File: src/rtl/lsu_ctrl.sv
// lsu_ctrl: load/store control stage between EX/MEM and the data bus.
// Runs one access at a time as a req/gnt/rvalid transaction.
//
// Pipeline side:
//   i_exe_wmem / i_exe_mem2reg : store / load request (both set = store)
//   i_funct3, i_addr, i_wdata  : size/sign, byte address, store data
//   o_stall  : hold pipeline while the access is in flight
//   o_valid  : one-cycle completion pulse; qualifies o_rdata, o_bus_err
//   o_misaligned : misalignment trap pulse (trap build only)
// Bus side:
//   data_req_o/we_o/be_o/addr_o/wdata_o : request, held until data_gnt_i
//   data_rvalid_i/rdata_i/err_i         : response for loads and stores
// Build option: define LSU_MISALIGN_TRAP_EN to trap misaligned H/W
// accesses instead of silently ignoring the low address bits.

module lsu_ctrl #(
  parameter int ADDR_W = 32,
  parameter int DATA_W = 32
) (
  input  logic              i_clk,
  input  logic              i_rst,
  input  logic              i_exe_wmem,
  input  logic              i_exe_mem2reg,
  input  logic [2:0]        i_funct3,
  input  logic [ADDR_W-1:0] i_addr,
  input  logic [DATA_W-1:0] i_wdata,
  output logic              o_stall,
  output logic              o_valid,
  output logic [DATA_W-1:0] o_rdata,
  output logic              o_bus_err,
  output logic              o_misaligned,
  output logic              data_req_o,
  output logic              data_we_o,
  output logic [3:0]        data_be_o,
  output logic [ADDR_W-1:0] data_addr_o,
  output logic [DATA_W-1:0] data_wdata_o,
  input  logic              data_gnt_i,
  input  logic              data_rvalid_i,
  input  logic [DATA_W-1:0] data_rdata_i,
  input  logic              data_err_i
);

  typedef enum logic [1:0] {
    S_IDLE,
    S_REQ,
    S_WAIT,
    S_DONE
  } state_t;

  state_t state;
  state_t state_nx;

  logic access;
  logic is_b;
  logic is_h;
  logic mis;
  logic go;

  assign access = i_exe_wmem | i_exe_mem2reg;
  assign is_b   = (i_funct3[1:0] == 2'b00);
  assign is_h   = (i_funct3[1:0] == 2'b01);

`ifdef LSU_MISALIGN_TRAP_EN
  // Undefined funct3 decodes as word, so anything not B/H is W.
  assign mis = (is_h & i_addr[0])
             | (~is_b & ~is_h & (|i_addr[1:0]));
`else
  assign mis = 1'b0;
`endif

  assign go = access & ~mis;

  // Store formatting: lane-select the enables, replicate the data.
  logic [3:0]        be_fmt;
  logic [DATA_W-1:0] wd_fmt;

  always_comb begin
    be_fmt = 4'b1111;
    wd_fmt = i_wdata;
    unique case (1'b1)
      is_b: begin
        be_fmt = 4'b0001 << i_addr[1:0];
        wd_fmt = {4{i_wdata[7:0]}};
      end
      is_h: begin
        be_fmt = 4'b0011 << {i_addr[1], 1'b0};
        wd_fmt = {2{i_wdata[15:0]}};
      end
      default: ;
    endcase
  end

  // Latched access
  logic              we_q;
  logic [2:0]        f3_q;
  logic [ADDR_W-1:0] addr_q;
  logic [3:0]        be_q;
  logic [DATA_W-1:0] wd_q;

  assign data_we_o    = we_q;
  assign data_be_o    = be_q;
  assign data_addr_o  = {addr_q[ADDR_W-1:2], 2'b00};
  assign data_wdata_o = wd_q;

  // Load formatting, from the latched lane and size.
  logic              q_b;
  logic              q_h;
  logic [7:0]        ld_byte;
  logic [15:0]       ld_half;
  logic [DATA_W-1:0] ld_fmt;

  assign q_b = (f3_q[1:0] == 2'b00);
  assign q_h = (f3_q[1:0] == 2'b01);

  always_comb begin
    ld_byte = data_rdata_i[7:0];
    unique case (addr_q[1:0])
      2'b00: ld_byte = data_rdata_i[7:0];
      2'b01: ld_byte = data_rdata_i[15:8];
      2'b10: ld_byte = data_rdata_i[23:16];
      2'b11: ld_byte = data_rdata_i[31:24];
    endcase
  end

  assign ld_half = addr_q[1] ? data_rdata_i[31:16]
                             : data_rdata_i[15:0];

  // funct3[2] marks the unsigned variants.
  always_comb begin
    ld_fmt = data_rdata_i;
    unique case (1'b1)
      q_b: ld_fmt = {{24{~f3_q[2] & ld_byte[7]}}, ld_byte};
      q_h: ld_fmt = {{16{~f3_q[2] & ld_half[15]}}, ld_half};
      default: ;
    endcase
  end

  // Next state and handshake outputs
  always_comb begin
    state_nx   = state;
    o_stall    = 1'b0;
    o_valid    = 1'b0;
    data_req_o = 1'b0;
    unique case (state)
      S_IDLE: begin
        o_stall = go;
        if (go) state_nx = S_REQ;
      end
      S_REQ: begin
        o_stall    = 1'b1;
        data_req_o = 1'b1;
        if (data_gnt_i) state_nx = S_WAIT;
      end
      S_WAIT: begin
        o_stall = 1'b1;
        if (data_rvalid_i) state_nx = S_DONE;
      end
      S_DONE: begin
        o_valid  = 1'b1;
        state_nx = S_IDLE;
      end
      default: state_nx = S_IDLE;
    endcase
  end

  always_ff @(posedge i_clk) begin
    if (i_rst) begin
      state     <= S_IDLE;
      we_q      <= 1'b0;
      f3_q      <= 3'b000;
      addr_q    <= '0;
      be_q      <= 4'b0000;
      wd_q      <= '0;
      o_rdata   <= '0;
      o_bus_err <= 1'b0;
    end else begin
      state <= state_nx;
      if (state == S_IDLE && go) begin
        we_q   <= i_exe_wmem;
        f3_q   <= i_funct3;
        addr_q <= i_addr;
        be_q   <= be_fmt;
        wd_q   <= wd_fmt;
      end
      if (state == S_WAIT && data_rvalid_i) begin
        o_rdata   <= we_q ? '0 : ld_fmt;
        o_bus_err <= data_err_i;
      end
    end
  end

`ifdef LSU_MISALIGN_TRAP_EN
  logic mis_q;

  always_ff @(posedge i_clk) begin
    if (i_rst) mis_q <= 1'b0;
    else       mis_q <= (state == S_IDLE) & access & mis;
  end

  assign o_misaligned = mis_q;
`else
  assign o_misaligned = 1'b0;
`endif

endmodule

File: config.mk
export PLATFORM = sky130hd
export DESIGN_NAME = lsu_ctrl
export DESIGN_NICKNAME = d
export VERILOG_FILES = /design/src/rtl/lsu_ctrl.sv
export SDC_FILE = /design/constraint.sdc
export NUM_CORES = 1
export LEC_CHECK = 0
export ABC_CLOCK_PERIOD_IN_PS = 1720
export CAP_MARGIN = 20
export CORE_MARGIN = 5
export CORE_UTILIZATION = 43
export CTS_CLUSTER_DIAMETER = 80
export DETAILED_ROUTE_END_ITERATION = 16
export GPL_TIMING_DRIVEN = 0
export PLACE_DENSITY = 0.8
export SKIP_LAST_GASP = 1
export SLEW_MARGIN = 10
export SYNTH_ARGS = -nofsm -noshare
export SYNTH_HDL_FRONTEND = slang
export SYNTH_SLANG_ARGS = --single-unit
File: constraint.sdc
create_clock -name i_clk -period 1.72 [get_ports i_clk]
set_input_delay 0.172 -clock i_clk [delete_from_list [all_inputs] [get_ports i_clk]]
set_output_delay 0.172 -clock i_clk [all_outputs]
set_load 0.02 [all_outputs]
# After elaboration in Yosys (flattened, before gate mapping)
# Index checks and enable logic that the tools add are counted.
word_totals:
  in_bits: 106
  ff_bits: 107
  output_inout_bits: 106
classes:
  n_mux: 13
  shifts: 2
  n_eq_ne: 11
  n_reduce_logical: 8
  bitwise_logic: 4
ops:
  columns: ["operator", "n"]
  rows:
  - ["$pmux 32 s2", 2]
  - ["$mux 32", 1]
  - ["$pmux 8 s4", 1]
  - ["$mux 16", 1]
  - ["$eq 2x1->1 const B", 4]
  - ["$eq 2x2->1 const B", 4]
  - ["$logic_not 2->1", 4]
  - ["$pmux 2 s4", 1]
  - ["$pmux 4 s2", 1]
  - ["$mux 2", 3]
  - ["$ne 2x2->1 const B", 3]
  - ["$shl 1x2->4 const A", 1]
  - ["$shl 2x2->4 const A", 1]
  - ["$reduce_and 3->1", 1]
  - ["$and 1x1->1", 2]
  - ["$logic_and 1x1->1", 2]
  - ["$mux 1", 2]
  - ["$pmux 1 s2", 1]
  - ["$reduce_or 2->1", 1]
  - ["$not 1->1", 1]
  - ["$or 1x1->1", 1]

# Logic depth before layout (Yosys ltp)
# Gate-level depths: netlist (run 1).
depth:
  depth_word: 5
  ltp_mapped: 7
  depth_no_buf: 5

# Worst setup path after synthesis (run 1)
# No wires, ideal clock.
synth_timing:
  path_type: "register -> output"
  from: "register state[0]"
  to: "output o_stall"
  path_stages_with_launch: 8
  t_arrival_ps: 1456
  required_ps: 1548
  slack_ps: 92
  path_cell_list: "dfxtp_1 inv_1 ha_1 o21a_1 buf_2 buf_2 nor2_1 nor2_1"
synth_between:
  elab_chain_cells: 3
  word_cells_on_any_way: 5
  classes_between: "eq/ne (2); mux (1); reduce/logical (2)"
synth_rtl:
  columns: ["element", "line", "rtl"]
  rows:
  - ["from (decl)", "50", "state_t state;"]
  - ["from (signal assigned)", "177", "state <= state_nx;"]
  - ["$eq 2x2->1 or $eq 2x1->1 (tied branches)", "144", "unique case (state)"]
  - ["$reduce_or 2->1 (no source line)", null, null]
  - ["$pmux 1 s2 *", "144", null]
  - ["to (decl)", "27", "output logic o_stall,"]
# Mark *: on every way between the ends. The rest lies on a longest branch, timed or not.

# Worst setup path after layout (run 1)
# Same ends and word-level chain as after synthesis.

==> summary.md, run 1 <==
| Metric | Value |
|---|---|
| # port buffers | `206` |
| Residual DRC | `0` |
| Ports | `212` |
| CTS Hold Bufs | `0` |
| Post-DR wirelength/cell | `18.8 µm` |
| CP Capture Type | `output pin` |
| Clock latency on the worst-skew pair | `0.35 ns` |
| TritonCTS Sinks | `107` |
| Routed Antenna Nets | `0` |
| Synthesized flop and latch total | `107` |
| Top-count cell post-synth | `nand2_1` |
| Die Span Y | `119 µm` |
| Worst flop-to-flop path startpoint | `state[1]$_SDFFE_PP0P_` |
| CP Class | `flip-flop to output pin` |
| Final hold slack | `0.195 ns` |
| Layout cells sized above 1 | `0.167` |
| Top FF cell, synth | `dfxtp_1` |
| Failing checks | `negative setup slack` |
| Final setup viols | `1` |
| Status | `finished, violations left` |
| Top cells by area, synth | `dfxtp_1, nand2_1, a21oi_1, buf_4, o21ai_2` |
| Antenna violations before repair | `0` |
| Final net count | `923` |
| Met3 Usage GRT | `0.0938` |
| Yosys warning count | `0` |
| Tot GR Track Use | `0.244` |
| NetSw | `4.33 mW` |
| FF-to-FF path depth | `6` |
| Fin cells | `959` |
| GR met2 Demand/Resource | `0.417` |
| Number of synthesized flops with an enable pin | `0` |
| Crit path buffers/inverters | `4` |
| Number of global-route vias before repair | `5442` |
| Area growth, synth to finish | `51.7%` |
| Worst-path clk slew | `0.07 ns` |
| Crit-path cells | `inv_4, ha_4, o21a_1, buf_6, buf_8, nor2_2, nor2_1, buf_4` |
| Critical Path Start Type | `flip-flop` |
| Slew HR | `0.601` |
| Worst hold path class | `input pin to flip-flop` |
| Power Internal | `6.52 mW` |
| Worst Path Arrival | `1.56 ns` |
| Worst reg2reg path endpoint | `data_wdata_o[12]$_SDFFE_PP0P_` |
| Synth top area share | `0.421` |
| Via/cell ratio | `5.51` |
| First-pass iteration count of the detailed router | `5` |
| WP data required | `1.55 ns` |
| Final Instance Area | `7730 µm²` |
| Row count | `39` |
| Largest net degree at the start of global routing | `17` |
| Slew @ Worst Pin | `0.599 ns` |
| Final Hold Viols | `0` |
| Leakage | `2.95 nW` |
| Mean area per synthesized cell | `8.71 µm²` |
| Fin crit share | `1.01` |
| Hpwl dp | `13800 µm` |
| Worst R2R Setup Slack | `0.06 ns` |
| CP Max Fanout | `5` |
| Post-synthesis sequential area ratio | `0.421` |
| Final GP Congestion | `0.872` |
| Final count of pins violating max slew | `0` |
| Start point of the critical path | `state[0]$_SDFFE_PP0P_` |
| Cts bufs inserted | `9` |
| Clock buffer depth | `2` |
| WP depth | `8` |
| Starting Density | `0.442` |
| Clock power frac | `0.175` |
| Antenna Cells | `0` |
| Met1 usage | `0.278` |
| Post-synth top area cell | `dfxtp_1` |
| Core Region | `11500 µm²` |
| Slowest stage delay, CP | `0.38 ns` |
| First-pass GRT wire length | `27800 µm` |
| Final setup margin | `-0.0132 ns` |
| Combinational fraction of design power | `0.508` |
| RSZ-0062 raised after global routing | `true` |
| Htree depth | `3` |
| Total of max-cap violations | `0` |
| Via count | `5283` |
| Global route hottest layer | `met2` |
| Placed insts | `936` |
| Final min period | `1.73 ns` |
| Net Sw Frac | `0.399` |
| Die width | `119 µm` |
| Fraction of registers with async set/reset | `0` |
| Post-Syn Area | `5090 µm²` |
| Synth cell types | `47` |
| Share of total power in sequential cells | `0.317` |
| Synth cell count leaders | `nand2_1, dfxtp_1, a21oi_1` |
| Post-Route WL | `18000 µm` |
| TritonCTS clock tree | `done` |
| Delay-heaviest family, CP | `buffers and inverters` |
| Grt ovf | `0` |
| Iter 0 DRT Violations | `330` |
| Fmax | `577 MHz` |
| Power Dens Cells | `1400 nW/µm²` |
| Die area | `14100 µm²` |
| Slowest cell on crit path | `dfxtp_4` |
| Final Skew | `0.00689 ns` |
| Worst setup path end | `o_stall` |
| Maximum VDD drop | `698 µV` |
| Post-DP Area | `7340 µm²` |
| Root Driver | `clkbuf_16` |
| Number of fill cells | `943` |
| Mapped Cells | `585` |
## how the worst min path moves through the flow
stage,to,cells after the start,start
4_1_cts,state[1]$_SDFFE_PP0P_,4,i_rst
3_5_place_dp,addr_q[29]$_SDFFE_PP0P_,2,addr_q[29]$_SDFFE_PP0P_
5_1_grt,data_be_o[0]$_SDFFE_PP0P_,4,i_rst
2_1_floorplan,addr_q[10]$_SDFFE_PP0P_,2,i_addr[10]
3_3_place_gp,data_wdata_o[3]$_SDFFE_PP0P_,2,data_wdata_o[3]$_SDFFE_PP0P_
6_report,state[1]$_SDFFE_PP0P_,4,i_rst
## power by group through the flow
stage	combinational, mW	sequential [mW]	clock [mW]
after global routing	5.93	3.51	2.02
after CTS	5.36	3.43	1.89
after floorplan	2.71	3.79	0
after detailed placement	5.17	3.46	0
after global placement	5.05	3.43	0
final	5.51	3.44	1.90
## cell type report
class | count | area [µm²] | area share
Tap cell | 143 | 179 | 0.0232
Inverter | 8 | 35.0 | 0.00453
Clock inverter | 5 | 31.3 | 0.00405
Multi-Input combinational cell | 391 | 2440 | 0.316
Timing Repair Buffer | 214 | 2120 | 0.275
Clock buffer | 10 | 229 | 0.0296
Sequential cell | 107 | 2150 | 0.278
Buffer | 81 | 534 | 0.0691
## state kept, by name (all words and copies together), names as in the netlist
signal        flops
data_wdata_o     32
data_we_o         1
state             2
data_be_o         4
o_rdata          32
o_bus_err         1
addr_q           32
f3_q              3
## cells in the final DEF (no fill, tap or decap), drive strengths merged, types with 9 or more instances in the layout
cell	count
buf	69
mux2	17
a32oi	17
mux2i	10
o21ai	47
nor2	21
dfxtp	107
nand2b	11
a311oi	14
a211oi	9
clkbuf	31
a21oi	58
nand2	124
clkdlybuf4s50	203
## tightest hold or removal path, stage by stage
cell and delay [ns]:
buf_6 0.13, inv_2 0.07, nand2_1 0.06, mux2i_1 0.05
## metrics by stage
| stage | setup WS, ns | util | TNS [ns] | power, mW |
|---|---|---|---|---|
| 2_1_floorplan | 0.0918 | - | 0 | 6.49 |
| 3_3_place_gp | -0.596 | 0.638 | -3.65 | 8.48 |
| 3_5_place_dp | -0.629 | 0.638 | -5.77 | 8.63 |
| 4_1_cts | -0.0444 | 0.665 | -0.0444 | 10.7 |
| 5_1_grt | -0.0809 | 0.671 | -0.123 | 11.5 |
| 6_report | -0.0132 | 0.671 | -0.0132 | 10.8 |
## layer usage
layer	routed length, µm	part of all wire
met5	0	0
met4	520	0.029
met3	1860	0.10
met2	8410	0.47
met1	7200	0.40
## kinds of logic after synthesis
kind of cell / synth area share
DFF: 0.421
buffers and inverters: 0.105
and+or+nand+nor: 0.143
muxes: 0.0656
AOI/OAI and AO/OA: 0.253
adders and majority gates: 0.0123
other: 0.000736
## repair_timing
action,4_1_cts,5_1_grt
pin swaps,1,0
gates resized for setup,21,18
endpoints found under the setup margin,63,50
setup buffers,3,5
Power figures use the tool's default switching activity.
==> run 2, diff against run 1 <==
Settings changed: HOLD_SLACK_MARGIN from default to 0.02, PLACE_DENSITY 0.8 to 0.86.
==> summary.md, run 2 (synthesis gave the netlist of run 1 again) <==
| Metric | Value |
|---|---|
| Htree depth | `3` |
| TritonCTS clock tree | `done` |
| Total of max-cap violations | `0` |
| Hpwl dp | `13500 µm` |
| Ports | `212` |
| Worst R2R Setup Slack | `0.07 ns` |
| Worst Path Arrival | `1.56 ns` |
| Worst slack at placement | `-0.595 ns` |
| Commonest non-fill, non-tap cell in the layout | `clkdlybuf4s50_1` |
| TritonCTS Sinks | `107` |
| WP data required | `1.55 ns` |
| CP Class | `flip-flop to output pin` |
| Power Dens Cells | `1410 nW/µm²` |
| Post-DR wirelength/cell | `18.4 µm` |
| Status | `finished, violations left` |
| Die area | `14100 µm²` |
| Worst-path clk slew | `0.07 ns` |
| Iter 0 DRT Violations | `379` |
| Final GP Congestion | `0.868` |
| CP Max Fanout | `4` |
| Final net count | `921` |
| First-pass GRT wire length | `27800 µm` |
| Most frequent cells in the layout | `clkdlybuf4s50_1, nand2_1, dfxtp_1` |
| First-pass iteration count of the detailed router | `5` |
| CP Capture Type | `output pin` |
| Number of global-route vias before repair | `5526` |
| Worst hold path class | `input pin to flip-flop` |
| Residual DRC | `0` |
| Via/cell ratio | `5.47` |
| Layout cells sized above 1 | `0.168` |
| Core Region | `11500 µm²` |
| Slew HR | `0.632` |
| Slowest stage delay, CP | `0.38 ns` |
| Final Hold Viols | `0` |
| Root Driver | `clkbuf_16` |
| Fin crit share | `1.01` |
| Cts bufs inserted | `9` |
| Slowest cell on crit path | `dfxtp_4` |
| Final Skew | `0.00584 ns` |
| Number of fill cells | `891` |
| Final min period | `1.73 ns` |
| Largest net degree at the start of global routing | `18` |
| Antenna violations before repair | `0` |
| RSZ-0062 raised after global routing | `true` |
| Clock latency on the worst-skew pair | `0.34 ns` |
| Row count | `39` |
| Starting Density | `0.442` |
| Failing checks | `negative setup slack` |
| Area of the multi-input gates | `2450 µm²` |
| Die Span Y | `119 µm` |
| Crit path buffers/inverters | `4` |
| Final setup viols | `1` |
| Crit-path cells | `inv_4, ha_4, o21a_1, buf_6, buf_8, nor2_4, nor2_2, buf_4` |
| Clock buffer depth | `2` |
| Sequential Area | `2150 µm²` |
| Grt ovf | `0` |
| Final count of pins violating max slew | `0` |
| Routed Antenna Nets | `0` |
| TNS Setup | `-0.0116 ns` |
| Delay-heaviest family, CP | `buffers and inverters` |
| Tot Pwr | `10.9 mW` |
| Slew @ Worst Pin | `0.551 ns` |
| Die width | `119 µm` |
| Tot GR Track Use | `0.242` |
| Area growth, synth to finish | `51.6%` |
| Leakage | `2.93 nW` |
| Via count | `5244` |
| Post-Route WL | `17700 µm` |
| Final setup margin | `-0.0116 ns` |
| Antenna Cells | `0` |
| # port buffers | `206` |
| Fmax | `577 MHz` |
| Critical Path Start Type | `flip-flop` |
| Maximum VDD drop | `816 µV` |
## run 2: worst paths after layout
check                           from                         to  depth (start not counted)
max            state[1]$_SDFFE_PP0P_                    o_stall                          8
min                            i_rst  data_be_o[3]$_SDFFE_PP0P_                          4
max reg2reg    state[0]$_SDFFE_PP0P_    o_rdata[2]$_SDFFE_PP0P_                          6
min reg2reg  addr_q[13]$_SDFFE_PP0P_    addr_q[13]$_SDFFE_PP0P_                          2
## run 2: cell type report
| class | instances | area share |
|---|---|---|
| plain buffers | 81 | 0.0689 |
| clock buffers | 9 | 0.0292 |
| repair buffers | 212 | 0.273 |
| flip-flops and latches | 107 | 0.278 |
| inverters | 8 | 0.00454 |
| clock inverters | 7 | 0.00583 |
| multi-input cells | 391 | 0.317 |
| well taps | 143 | 0.0232 |
## run 2: repair_timing
action,in CTS,in global routing
buffers inserted,6,0
endpoints found under the setup margin,33,73
gates resized for setup,20,18
pin swaps,1,0
hold buffers,0,0
## run 2: worst reg2reg max path: cells and delay by family, from the launching register on
family	cells	cell delay (ns)
AND/OR/NAND/NOR	1	0.15
adder cells (fa/ha/maj)	1	0.23
AO/OA/AOI/OAI	2	0.32
buffers and inverters	2	0.50
flip-flops	1	0.37
## run 2: report_power, final
| part | total, mW | internal (mW) | switching [mW] |
|---|---|---|---|
| Sequential | 3.43 | 3.07 | 0.365 |
| Clock | 1.90 | 0.977 | 0.924 |
| Combinational | 5.53 | 2.46 | 3.07 |
| Total | 10.9 | 6.50 | 4.36 |
## run 2: metal layers
metal / GRT usage / vias to the layer above / part of all wire
met5: 0 / - / 0
met4: 0.102 / 0 / 0.026
met3: 0.0967 / 43 / 0.10
met2: 0.423 / 267 / 0.49
met1: 0.261 / 2453 / 0.38
li1: - / 2481 / -
## run 2: through the flow
stage | utilization | hold slack (ns) | std cells | instance area, µm²
2_1_floorplan | - | 0.308 | 587 | 5100
3_3_place_gp | 0.638 | 0.444 | 936 | 7340
3_5_place_dp | 0.638 | 0.450 | 936 | 7340
4_1_cts | 0.668 | 0.180 | 958 | 7690
5_1_grt | 0.670 | 0.225 | 958 | 7720
6_report | 0.670 | 0.197 | 958 | 7720
